<file path="src/rtl/spr_window_gen.sv">
// Sliding-window generator: emits each input group with PAD neighbours per side.
// Line edges are filled per the frame-latched pad mode; also line parity and DE delay.
module spr_window_gen #(
  parameter int PPC    = 4,
  parameter int DW     = 11,
  parameter int NCH    = 3,
  parameter int PAD    = 1,
  parameter int DE_DLY = 20
) (
  input  logic                          clk,
  input  logic                          rst,
  input  logic                          i_hs,
  input  logic                          i_vs,
  input  logic                          i_de,
  input  logic [PPC*NCH*DW-1:0]         i_data,
  input  logic [1:0]                    i_pad_mode,
  output logic                          o_valid,
  output logic [(PPC+2*PAD)*NCH*DW-1:0] o_window,
  output logic                          o_first,
  output logic                          o_last,
  output logic                          o_odd_line,
  output logic [DE_DLY-1:0]             o_de_dly
);

  localparam int PW = NCH * DW;
  localparam int NS = PPC + 2 * PAD;

  generate
    if (PAD < 1 || PAD > PPC - 1) begin : g_bad_pad
      $error("spr_window_gen: PAD must be in 1..PPC-1");
    end
    if (DE_DLY < 1) begin : g_bad_dly
      $error("spr_window_gen: DE_DLY must be >= 1");
    end
  endgenerate

  typedef enum logic [1:0] {
    IDLE = 2'd0,
    FILL = 2'd1,
    RUN  = 2'd2
  } state_t;

  state_t state, state_nxt;

  logic [PPC-1:0][PW-1:0] in_px;
  logic [PPC-1:0][PW-1:0] cur;
  logic [PAD-1:0][PW-1:0] prev;
  logic [NS-1:0][PW-1:0]  win_q;
  logic [NS-1:0][PW-1:0]  win_nxt;
  logic [1:0]             mode_q;
  logic                   first_pend;
  logic                   clr;
  logic                   emit;
  logic                   flush;
  logic                   load;

  assign in_px    = i_data;
  assign o_window = win_q;
  assign clr      = !i_vs || !i_hs;

  always_ff @(posedge clk) begin
    if (rst) begin
      state <= IDLE;
    end else begin
      state <= state_nxt;
    end
  end

  always_comb begin
    state_nxt = state;
    emit      = 1'b0;
    flush     = 1'b0;
    load      = 1'b0;
    unique case (state)
      IDLE: begin
        if (i_de) begin
          load      = 1'b1;
          state_nxt = FILL;
        end
      end
      FILL, RUN: begin
        emit = 1'b1;
        if (i_de) begin
          load      = 1'b1;
          state_nxt = RUN;
        end else begin
          flush     = 1'b1;
          state_nxt = IDLE;
        end
      end
      default: state_nxt = IDLE;
    endcase
    if (clr) begin
      state_nxt = IDLE;
    end
  end

  // Mirror mode skips the edge pixel itself, hence PAD-j / PPC-2-j.
  always_comb begin
    win_nxt = '0;
    for (int s = 0; s < PPC; s++) begin
      win_nxt[PAD+s] = cur[s];
    end
    for (int j = 0; j < PAD; j++) begin
      if (!first_pend) begin
        win_nxt[j] = prev[j];
      end else begin
        unique case (1'b1)
          (mode_q == 2'd0): win_nxt[j] = '0;
          (mode_q == 2'd2): win_nxt[j] = cur[PAD-j];
          default:          win_nxt[j] = cur[0];
        endcase
      end
      if (!flush) begin
        win_nxt[PAD+PPC+j] = in_px[j];
      end else begin
        unique case (1'b1)
          (mode_q == 2'd0): win_nxt[PAD+PPC+j] = '0;
          (mode_q == 2'd2): win_nxt[PAD+PPC+j] = cur[PPC-2-j];
          default:          win_nxt[PAD+PPC+j] = cur[PPC-1];
        endcase
      end
    end
  end

  always_ff @(posedge clk) begin
    if (rst) begin
      cur        <= '0;
      prev       <= '0;
      win_q      <= '0;
      mode_q     <= '0;
      first_pend <= 1'b0;
      o_valid    <= 1'b0;
      o_first    <= 1'b0;
      o_last     <= 1'b0;
      o_odd_line <= 1'b0;
      o_de_dly   <= '0;
    end else begin
      if (!i_vs) begin
        mode_q <= i_pad_mode;
      end
      if (clr) begin
        cur        <= '0;
        prev       <= '0;
        first_pend <= 1'b0;
        o_valid    <= 1'b0;
        o_first    <= 1'b0;
        o_last     <= 1'b0;
        o_de_dly   <= '0;
        if (!i_vs) begin
          o_odd_line <= 1'b0;
        end
      end else begin
        o_de_dly[0] <= i_de;
        for (int k = 1; k < DE_DLY; k++) begin
          o_de_dly[k] <= o_de_dly[k-1];
        end
        o_valid <= emit;
        if (emit) begin
          win_q   <= win_nxt;
          o_first <= first_pend;
          o_last  <= flush;
        end
        if (flush) begin
          o_odd_line <= !o_odd_line;
        end
        if (emit && !flush) begin
          prev <= cur[PPC-1:PPC-PAD];
        end
        if (load) begin
          cur        <= in_px;
          first_pend <= (state == IDLE);
        end
      end
    end
  end

endmodule
</file>
<file path="config.mk">
export PLATFORM = sky130hd
export DESIGN_NAME = spr_window_gen
export DESIGN_NICKNAME = d
export VERILOG_FILES = /design/src/rtl/spr_window_gen.sv
export SDC_FILE = /design/constraint.sdc
export NUM_CORES = 1
export LEC_CHECK = 0
export BUFFER_PORTS_ARGS = -buffer_cell sky130_fd_sc_hd__clkbuf_2
export CAP_MARGIN = 25
export CORE_MARGIN = 2
export CORE_UTILIZATION = 54
export CTS_CLUSTER_SIZE = 28
export DETAILED_ROUTE_END_ITERATION = 10
export PLACE_DENSITY_LB_ADDON = 0.1
export SYNTH_ARGS = -nofsm -noshare
export SYNTH_HDL_FRONTEND = slang
export SYNTH_SLANG_ARGS = --single-unit
</file>
<file path="constraint.sdc">
create_clock -name clk -period 2.3 [get_ports clk]
set_input_delay 0.23 -clock clk [delete_from_list [all_inputs] [get_ports clk]]
set_output_delay 0.23 -clock clk [all_outputs]
set_load 0.02 [all_outputs]
</file>
* Yosys cells after proc, flatten, opt, wreduce, memory -nomap -nowiden
Index checks and enable logic that the tools add are counted. Widths: inputs -> output; s select.
Storage, ports and cells: register bits 392, bits of input ports 139, output and inout bits 222, logic and storage cells 54
Cells by class: eq/ne operators 5, multiplexer cells 15, bitwise gates (word level) 1, reduce and logical (&&, ||, !) cells 14
Operators by type and width (count):
- $pmux 33 s2 | 2
- $mux 33 | 2
- $mux 1 | 8
- $eq 2x2->1 const B | 2
- $logic_not 1->1 | 4
- $logic_not 2->1 | 2
- $mux 2 | 2
- $ne 2x2->1 const B | 2
- $pmux 2 s2 | 1
- $reduce_and 2->1 | 2
- $reduce_or 2->1 | 2
- $reduce_or 3->1 | 1
- $eq 2x1->1 const B | 1
- $reduce_bool 2->1 | 1
- $logic_and 1x1->1 | 1
- $logic_or 1x1->1 | 1
- $not 1->1 | 1

* Logic depth before layout (Yosys ltp)
Gate-level depths: netlist (run 1).
depth after elaboration 5, gate-level depth with buffers 9, mapped depth without buffers 5

* Worst setup path before layout (run 1)
OpenSTA, ideal clock, no wires.
path type reg-to-reg, from reg state[0], to reg win_q (netlist bit o_window[115]), library setup time 0.132 ns, arrival time 1.481 ns, required time 2.168 ns, setup slack 0.686 ns, cell stages (with the launch flop) 10, path buffers 4, period minus slack after synthesis 1.614 ns, path through dfxtp_1 -> inv_1 -> ha_1 -> buf_4 -> and3_1 -> buf_4 -> buf_6 -> buf_6 -> nand2_1 -> a21oi_1
Between the ends: word-level cells in the longest chain between the ends 4, elaborated cells between the ends (all ways) 5, those cells by class 2 x eq/ne; 1 x mux; 2 x reduce/logical
Ends and longest elaborated chain:
- start, declared | RTL line 43 | state_t state, state_nxt;
- start signal, assigned | RTL line 65 | state <= state_nxt;
- $eq 2x1->1 or $eq 2x2->1 (tied branches) | RTL line 74 | unique case (state)
- $reduce_or 2->1 (*) | RTL line 74
- $mux 1 (*) | RTL line 74
- named net emit | RTL line 53 | logic emit;
- $reduce_and 2->1 (no source line) (*)
- end signal, assigned | RTL line 160 | win_q <= win_nxt;
- end, declared | RTL line 48 | logic [NS-1:0][PW-1:0] win_q;
The timed path passes the listed nets; every way through them passes the cells marked *. A chain may end at the register's enable or synchronous reset.

* Worst setup path after layout (run 1)
from reg state[0], to reg win_q (netlist bit o_window[159])
The elaborated chain is that of the path after synthesis.

==> results of run 1 <==
critical path: stages, from the launching register on:
cell,delay (ns)
dfxtp_1,0.37
inv_1,0.06
ha_1,0.43
nand3_4,0.18
buf_12,0.34
buf_12,0.23
nand2_1,0.08
a21oi_1,0.18
how the worst min path moves through the flow:
stage                     slack (ns)  cells past startpoint                       to                    start
after floorplan                 0.37                      2     cur[98]$_SDFFE_PP0P_               i_data[98]
after global placement          0.43                      1   o_de_dly[1]$_SDFF_PP0_   o_de_dly[0]$_SDFF_PP0_
after detailed placement        0.44                      1  o_de_dly[18]$_SDFF_PP0_  o_de_dly[17]$_SDFF_PP0_
after CTS                      0.003                      3     cur[24]$_SDFFE_PP0P_               i_data[24]
after global routing           0.009                      3     cur[24]$_SDFFE_PP0P_               i_data[24]
final                           0.02                      3     cur[24]$_SDFFE_PP0P_               i_data[24]
per-stage QoR:
step / std cells / worst slack, ns / utilization / total power [mW] / hold WS [ns]
after floorplan: 1770 / 0.6862 / - / 7.547 / 0.3660
after global placement: 2384 / 0.4291 / 0.6125 / 7.851 / 0.4343
after detailed placement: 2384 / 0.3523 / 0.6125 / 7.854 / 0.4412
after CTS: 2584 / 0.3402 / 0.7028 / 14.54 / 0.003385
after global routing: 2585 / 0.1431 / 0.7029 / 14.92 / 0.009195
final: 2585 / 0.2937 / 0.7029 / 14.48 / 0.02178
flip-flops by register name, indices dropped and copies added (netlist names):
register	cells
mode_q	2
o_window	198
state	2
cur	132
o_first	1
prev	33
first_pend	1
o_de_dly	20
o_last	1
o_valid	1
o_odd_line	1
what timing repair did:
item / in CTS / in global routing
resized for setup: 0 / 0
setup endpoints to repair: 0 / 0
hold endpoints to repair: 141 / 0
buffers inserted: 0 / 0
hold buffers: 125 / 0
area by class of cell:
type	instances	area, sq um
fill	2276	8528
sequential	392	7851
multi-input combinational	1211	6883
timing repair buffer	519	3606
clock buffer	64	1225
tap	384	480.5
clock inverter	11	115.1
inverter	3	11.26
antenna	1	2.502
metal layers:
layer	global-route usage	vias to the layer above	wire length, um
met5	0	-	0
met4	0.1274	0	1906
met3	0.05577	110	3897
met2	0.4767	615	21980
met1	0.4505	6868	22280
li1	-	6806	-
placed cells by master, fill, tap and decap left out, types with 2 or more instances in the layout:
cell	netlist	routed
a21oi_1	299	299
a221oi_1	13	13
a221oi_2	52	52
and2_1	21	21
buf_12	7	23
buf_4	20	11
bufinv_16	0	2
clkbuf_1	58	14
clkbuf_16	0	43
clkbuf_2	0	359
clkbuf_8	0	7
clkinv_2	0	7
dfxtp_1	392	391
dlygate4sd3_1	0	125
ha_1	3	3
inv_1	3	3
mux2i_1	3	3
nand2_1	600	600
nand3b_1	68	68
nor2_1	40	40
nor2b_1	35	34
nor2b_4	1	2
o41ai_1	3	3
o41ai_2	62	62
cell families (layout without fill, tap and decap cells):
group,Yosys count,after routing,share of synthesized area
AO/OA/AOI/OAI,432,432,0.2197
XOR/XNOR,1,1,0.0005579
adder cells (fa/ha/maj),3,3,0.002391
buffers and inverters,167,597,0.06335
flip-flops,392,392,0.4998
multiplexers,3,3,0.001912
other,0,1,0
AND/OR/NAND/NOR,772,772,0.2124
report_power, final:
part | internal (mW) | switching (mW)
logic | 0.404 | 0.564
clock network | 3.90 | 2.69
registers | 6.84 | 0.0815
total | 11.1 | 3.34
==> metrics.md, run 1 <==
| Metric | Value |
|---|---|
| CTS tree | yes |
| Fmax | 498.4 MHz |
| Cell row count | 62 |
| Fin. max-slew vios | 0 |
| DRT iter0 DRCs | 1,178 |
| Final net count | 2,310 |
| IO buf count | 360 |
| Global route overflow | 0 |
| # DRC | 0 |
| Fin Setup TNS | 0 ns |
| P&R area growth vs syn | 28.48% |
| Setup Skew | 0.02146 ns |
| Initial antenna violation count | 1 |
| Die Span X | 174.5 um |
| Antenna-violating nets left | 0 |
| Worst-Skew Late Latency | 0.54 ns |
| CP Launch Type | flop |
| Max Cap Viol | 0 |
| Seq/Total Area, Yosys | 0.4998 |
| Period utilisation layout | 0.8723 |
| Via density | 5.570 |
| Yosys reg bits | 392 |
| Number of synthesized flops with an enable pin | 0 |
| Final setup vio count | 0 |
| Max VDD drop | 0.5572 mV |
| Clock Sinks | 392 |
| CTS Buffer Depth | 3 |
| Top-area cell type share of the netlist area | 0.4998 |
| Post-route minimum period | 2.006 ns |
| Outcome | finished, final reports clean |
| Die Ht | 174.5 um |
| Slew @ Worst Pin | 0.7758 ns |
| Largest net degree at the start of global routing | 150 |
| Design Area, Final | 0.02017 sq mm |
| Critical Path End Type | flop |
| Total of warnings raised by yosys | 0 |
| Synth async-reset ratio | 0 |
| RSZ-0062 raised after global routing | no |
| FF-to-FF setup slack | 0.29 ns |
| Mapped Area | 0.01570 sq mm |
| First-pass GRT wire length | 76,290 um |
| Worst-path clk slew | 0.06 ns |
| Wire per inst | 19.37 um |
| Die ar. | 0.03046 sq mm |
| Post-Syn Area per Cell | 8.872 sq um |
| Post-synth top flop | dfxtp_1 |
| Core area | 0.02870 sq mm |
| Slew Limit Headroom | 0.4828 |
| Most instantiated cells after synthesis | nand2_1, dfxtp_1, a21oi_1 |
| Leakage | 8.232 nW |
| Critical Path RT | 2.74 ns |
| GR Util All Layers | 0.3166 |
| First-pass DRT Iterations | 5 |
| Worst reg2reg startpoint | state[0]$_SDFFE_PP0P_ |
| CTS root buffer | clkbuf_16 |
| Htree depth | 2 |
| DP Area | 0.01758 sq mm |
| Peak fanout along the critical path | 74 |
| Initial Util | 0.5471 |
| Pwr Density | 717.9 mW/mm^2 |
| Via count | 14,400 |
| Final hold violation count | 0 |
| RD Place Congestion | 0.8766 |
| Count leader, synth | nand2_1 |
| Worst R2R End | o_window[159]$_SDFFE_PP0P_ |
| Detail Placement HPWL | 33,150 um |
| Post-synth cell types | 31 |
| Share of cells above drive strength 1 | 0.2618 |
| Drt total wl | 50,070 um |
| Tightest Hold Check Type | in2reg |
| R2R cell count | 7 |
| Critical path class | reg2reg |
| WP data arrival | 2.44 ns |
| Top Ports | 361 |
| Crit path from | state[0]$_SDFFE_PP0P_ |
| Leading area contributor after synthesis | dfxtp_1 |
| Vias in the first global route | 13,570 |
| Mapped Cells | 1,770 |
| Synth area leaders | dfxtp_1, nand2_1, a21oi_1 |
| Syn nets | 1,912 |
| Worst Setup EP | o_window[159]$_SDFFE_PP0P_ |
| Clock buffer count from CTS | 41 |
Note: power is estimated with default switching activity, not from simulation.
==> run 2: changes to the inputs <==
--- a/config.mk
+++ b/config.mk
@@ -8,7 +8,7 @@
 export BUFFER_PORTS_ARGS = -buffer_cell sky130_fd_sc_hd__clkbuf_2
 export CAP_MARGIN = 25
 export CORE_MARGIN = 2
-export CORE_UTILIZATION = 54
+export CORE_UTILIZATION = 49
 export CTS_CLUSTER_SIZE = 28
 export DETAILED_ROUTE_END_ITERATION = 10
 export PLACE_DENSITY_LB_ADDON = 0.1
==> constraint.sdc (replaced) <==
create_clock -name clk -period 1.7 [get_ports clk]
set_input_delay 0.17 -clock clk [delete_from_list [all_inputs] [get_ports clk]]
set_output_delay 0.17 -clock clk [all_outputs]
set_load 0.02 [all_outputs]
==> run 2 against run 1 <==
Compared with the run above: sequential power rose by 35%; fmax rose by 18%; final cell count rose by 2.4%; clock power rose by 33%; sequential share of layout area fell by 1.4 points; first-iteration DRC count fell by 22%; design area rose by 3.9%; critical endpoint is now o_window[142]$_SDFFE_PP0P_.
==> metrics.md, run 2 (same netlist as run 1, synthesis figures left out) <==
| Metric | Value |
|---|---|
| Pwr Density | 933.7 mW/mm^2 |
| Pre-CTS setup slack | -0.007256 ns |
| Hold path cells | 2 |
| Worst reg2reg startpoint | state[0]$_SDFFE_PP0P_ |
| Top Ports | 361 |
| Outcome | finished, final reports clean |
| Placed cell count | 2,425 |
| Wire per inst | 20.30 um |
| Peak fanout along the critical path | 13 |
| Final hold violation count | 0 |
| Initial antenna violation count | 1 |
| Largest net degree at the start of global routing | 119 |
| Clock Sinks | 392 |
| First-pass DRT Iterations | 5 |
| FF-to-FF setup slack | 0.004 ns |
| Fin. max-slew vios | 0 |
| Critical Path RT | 2.14 ns |
| Vias in the first global route | 13,510 |
| R2R cell count | 8 |
| Largest stage delay on the critical path | 0.33 ns |
| Fmax | 589.6 MHz |
| WP data arrival | 2.14 ns |
| Worst R2R End | o_window[142]$_SDFFE_PP0P_ |
| Critical Path End Type | flop |
| DRT iter0 DRCs | 921 |
| Global route overflow | 0 |
| Setup Skew | 0.009628 ns |
| CTS Buffer Depth | 3 |
| Tightest Hold Check Type | in2reg |
| Clock buffer count from CTS | 41 |
| Worst-path clk slew | 0.06 ns |
| Htree depth | 2 |
| Leakage | 8.593 nW |
| Share of cells above drive strength 1 | 0.2780 |
| Slowest library cell on the worst path | dfxtp_2 |
| Post-route minimum period | 1.696 ns |
| Antenna-violating nets left | 0 |
| RD Place Congestion | 0.8356 |
| Initial Util | 0.4976 |
| Core area | 0.03156 sq mm |
| CTS tree | yes |
| GR Util All Layers | 0.2964 |
| Period utilisation layout | 0.9978 |
| P&R area growth vs syn | 33.47% |
| Detail Placement HPWL | 34,980 um |
| IO buf count | 360 |
| Fin Setup TNS | 0 ns |
| Die ar. | 0.03349 sq mm |
| Die Span X | 183.0 um |
| Via count | 14,550 |
| Worst Hold Path EP | o_odd_line$_SDFFE_PP0P_ |
| Via density | 5.494 |
| Cell row count | 65 |
| CTS root buffer | clkbuf_16 |
| Finished Layout Cells | 2,648 |
| Max reg flops | 198 |
| Slew @ Worst Pin | 0.6499 ns |
| Max VDD drop | 0.6327 mV |
| CP Launch Type | flop |
| Hold_sp | i_vs |
| Worst path cell trace | inv_1, ha_4, buf_6, and3_4, buf_12, clkbuf_16, nand2_1, a21oi_1 |
| # DRC | 0 |
| Final setup vio count | 0 |
| Critical path class | reg2reg |
| Most frequent cells in the layout | nand2_1, dfxtp_1, clkbuf_2 |
| Die Ht | 183.0 um |
| Commonest non-fill, non-tap cell in the layout | nand2_1 |
| Worst-Skew Late Latency | 0.52 ns |
| Max Cap Viol | 0 |
| Slew Limit Headroom | 0.5667 |
| Setup slack after layout | 0.003810 ns |
| Final net count | 2,359 |
| Drt total wl | 53,770 um |
| Final Util | 0.6642 |
| First-pass GRT wire length | 77,980 um |
## run 2: layer usage
| layer | part of all wire | routed length [um] | track usage | up-vias |
|---|---|---|---|---|
| met3 | 0.071 | 3819 | 0.05064 | 104 |
| met1 | 0.44 | 23810 | 0.4171 | 6927 |
| met4 | 0.035 | 1894 | 0.1069 | 0 |
| met2 | 0.45 | 24240 | 0.4586 | 610 |
| met5 | 0 | 0 | 0 | - |
| li1 | - | - | - | 6906 |
## run 2: area by class of cell
| class | instances | area [sq um] |
|---|---|---|
| Multi-Input combinational cell | 1211 | 6938 |
| Inverter | 3 | 11.26 |
| Timing Repair Buffer | 568 | 4349 |
| Clock buffer | 64 | 1212 |
| Fill cell | 2592 | 10600 |
| Clock inverter | 7 | 87.58 |
| Antenna cell | 1 | 2.502 |
| Sequential cell | 392 | 7854 |
| Tap cell | 402 | 503.0 |
## run 2: worst max-delay path, delay by kind of cell, from the launching register on
| kind | cells | cell delay (ns) |
|---|---|---|
| AO/OA/AOI/OAI | 1 | 0.13 |
| adder cells (fa/ha/maj) | 1 | 0.28 |
| buffers and inverters | 4 | 0.53 |
| flip-flops | 1 | 0.33 |
| AND/OR/NAND/NOR | 2 | 0.34 |
## run 2: report_power, final
part,switching (mW),leakage [nW],internal [mW]
Combinational,0.816,4.79,0.621
Sequential,0.0985,3.16,9.26
Clock,3.59,0.637,5.18
Total,4.51,8.59,15.1
## run 2: worst max-delay path by stage
stage / from / to / slack, ns
after floorplan: state[0]$_SDFFE_PP0P_ / o_window[115]$_SDFFE_PP0P_ / 0.09
after CTS: state[0]$_SDFFE_PP0P_ / o_window[73]$_SDFFE_PP0P_ / 0.04
final: state[0]$_SDFFE_PP0P_ / o_window[142]$_SDFFE_PP0P_ / 0.004
after global routing: state[0]$_SDFFE_PP0P_ / o_window[156]$_SDFFE_PP0P_ / -0.03
after detailed placement: state[0]$_SDFFE_PP0P_ / o_window[64]$_SDFFE_PP0P_ / -0.007
after global placement: state[0]$_SDFFE_PP0P_ / o_window[64]$_SDFFE_PP0P_ / 0.004
## run 2: timing repair
| item | CTS | global route |
|---|---|---|
| cloned | 0 | 11 |
| resized for setup | 5 | 12 |
| pin swaps | 1 | 2 |
| hold endpoints to repair | 140 | 0 |
| endpoints found under the setup margin | 5 | 68 |
| setup buffers | 0 | 5 |
| hold buffers | 135 | 0 |
## run 2: metrics by stage
stage / power [mW] / area (sq um) / hold slack [ns]
after floorplan: 10.21 / 15700 / 0.3060
after global placement: 10.69 / 17950 / 0.3928
after detailed placement: 10.69 / 17950 / 0.3952
after CTS: 19.60 / 20640 / 0.08660
after global routing: 20.14 / 20960 / 0.09861
final: 19.57 / 20960 / 0.1077
==> run 3: changes to the inputs <==
--- a/config.mk
+++ b/config.mk
@@ -8,7 +8,7 @@
 export BUFFER_PORTS_ARGS = -buffer_cell sky130_fd_sc_hd__clkbuf_2
 export CAP_MARGIN = 25
 export CORE_MARGIN = 2
-export CORE_UTILIZATION = 49
+export CORE_UTILIZATION = 58
 export CTS_CLUSTER_SIZE = 28
 export DETAILED_ROUTE_END_ITERATION = 10
 export PLACE_DENSITY_LB_ADDON = 0.1
==> constraint.sdc (replaced) <==
create_clock -name clk -period 2 [get_ports clk]
set_input_delay 0.2 -clock clk [delete_from_list [all_inputs] [get_ports clk]]
set_output_delay 0.2 -clock clk [all_outputs]
set_load 0.02 [all_outputs]
==> run 3 against run 2 <==
Compared with the run above: worst setup slack better by 0.11 ns; design area shrank 3.2%; fmax shrank 10%; register-to-register slack improved by 0.11 ns; die area is 15% lower.
==> metrics.md, run 3 (same netlist as run 1, synthesis figures left out) <==
| Metric | Value |
|---|---|
| Outcome | finished, final reports clean |
| Family with the most delay on the worst path | adder cells |
| Fmax | 529.3 MHz |
| Largest net degree at the start of global routing | 152 |
| Worst-path clk slew | 0.07 ns |
| Share of cells above drive strength 1 | 0.2637 |
| GR Util All Layers | 0.3389 |
| Pwr Density | 818.2 mW/mm^2 |
| Setup slack after layout | 0.1109 ns |
| Post-route minimum period | 1.889 ns |
| Met1 usage | 0.4742 |
| Pre-CTS setup slack | 0.08289 ns |
| Setup Skew | 0.01256 ns |
| Final setup vio count | 0 |
| GR peak layer | met2 |
| Clock buffer count from CTS | 40 |
| Detail Placement HPWL | 32,270 um |
| Via density | 5.770 |
| CTS Buffer Depth | 3 |
| Final hold violation count | 0 |
| Initial Util | 0.5859 |
| Final net count | 2,323 |
| Fin. max-slew vios | 0 |
| CP bufs+invs | 3 |
| Commonest non-fill, non-tap cell in the layout | nand2_1 |
| RD Place Congestion | 0.8551 |
| CP Launch Type | flop |
| CTS tree | yes |
| CTS root buffer | clkbuf_16 |
| P&R area growth vs syn | 29.22% |
| Final Util | 0.7571 |
| # DRC | 0 |
| First-pass GRT wire length | 76,450 um |
| Largest stage delay on the critical path | 0.44 ns |
| Max VDD drop | 0.8382 mV |
| First-pass DRT Iterations | 5 |
| Drt total wl | 51,090 um |
| Worst path cell trace | inv_1, ha_2, nand3_4, buf_12, buf_16, o41ai_2 |
| FF-to-FF setup slack | 0.11 ns |
| Max Cap Viol | 0 |
| Worst-Skew Late Latency | 0.52 ns |
| Peak fanout along the critical path | 33 |
| Global route overflow | 0 |
| Vias in the first global route | 13,600 |
| Critical Path End Type | flop |
| Initial antenna violation count | 1 |
| Most frequent cells in the layout | nand2_1, dfxtp_1, clkbuf_2 |
| Tightest Hold Check Type | in2reg |
| Core area | 0.02680 sq mm |
| Htree depth | 2 |
| Fill cells | 1,954 |
| Antenna-violating nets left | 0 |
| Critical path class | reg2reg |
| Via count | 14,730 |
| Slew Limit Headroom | 0.4861 |
| Wire per inst | 20.01 um |
| WP data arrival | 2.29 ns |
| Hold slack | 0.02427 ns |
| Cell row count | 60 |
| Slowest library cell on the worst path | ha_2 |
| Top Ports | 361 |
| Slew @ Worst Pin | 0.7709 ns |
| IO buf count | 360 |
| Period utilisation layout | 0.9446 |
| Die ar. | 0.02841 sq mm |
| Fin Setup TNS | 0 ns |
| Leakage | 8.321 nW |
| Die Span X | 168.5 um |
| RSZ-0062 raised after global routing | no |
| DRT iter0 DRCs | 1,498 |
| Clock Sinks | 392 |
| Max reg flops | 198 |
| Die Ht | 168.5 um |
| Critical Path RT | 2.40 ns |
| Met2 usage | 0.5332 |
| Met3 usage | 0.05167 |
[run 3: cell types whose count changed in the layout (fill, tap and decap cells not counted), sizes merged]
| cell | change |
|---|---|
| dlygate4sd3 | -2 |
| clkinvlp | -1 |
| bufinv | +1 |
| clkbuf | -8 |
| buf | -30 |
| clkinv | +5 |
| inv | +1 |
[run 3: area by class of cell]
class	instances	area (sq um)	area share
Timing Repair Buffer	533	3806	0.1876
Tap cell	341	426.7	0.02103
Multi-Input combinational cell	1211	6885	0.3393
Sequential cell	392	7851	0.3869
Inverter	3	11.26	0.0005550
Antenna cell	1	2.502	0.0001233
Clock inverter	13	143.9	0.007091
Clock buffer	59	1164	0.05735
[run 3: layer usage]
layer,routed length [um],vias up
met1,21800,7039
met4,1802,0
met5,0,-
met2,23290,747
met3,4193,107
li1,-,6837
[run 3: final timing paths]
check,startpoint,endpoint,cells past startpoint
setup reg to reg,state[1]$_SDFFE_PP0P_,o_window[19]$_SDFFE_PP0P_,6
setup / recovery,state[1]$_SDFFE_PP0P_,o_window[19]$_SDFFE_PP0P_,6
hold / removal,rst,o_window[164]$_SDFFE_PP0P_,2
hold reg to reg,o_de_dly[15]$_SDFF_PP0_,o_de_dly[16]$_SDFF_PP0_,1
[run 3: power breakdown]
part           total (mW)  switching, mW  internal, mW
Combinational        1.14          0.660         0.482
Clock                7.50           3.07          4.42
Sequential           7.96         0.0924          7.87
[run 3: through the flow]
step	total power, mW	cells	cell area (sq um)
CTS	16.60	2546	20140
floorplan	8.679	1770	15700
global placement	9.016	2341	17500
global route	17.05	2553	20290
detailed placement	9.027	2341	17500
finish	16.60	2553	20290
[run 3: timing repair]
action / in CTS / in global routing
setup endpoints to repair: 0 / 82
gates resized for setup: 0 / 4
setup buffers: 0 / 3
endpoints found under the hold margin: 135 / 0
hold buffers: 133 / 0
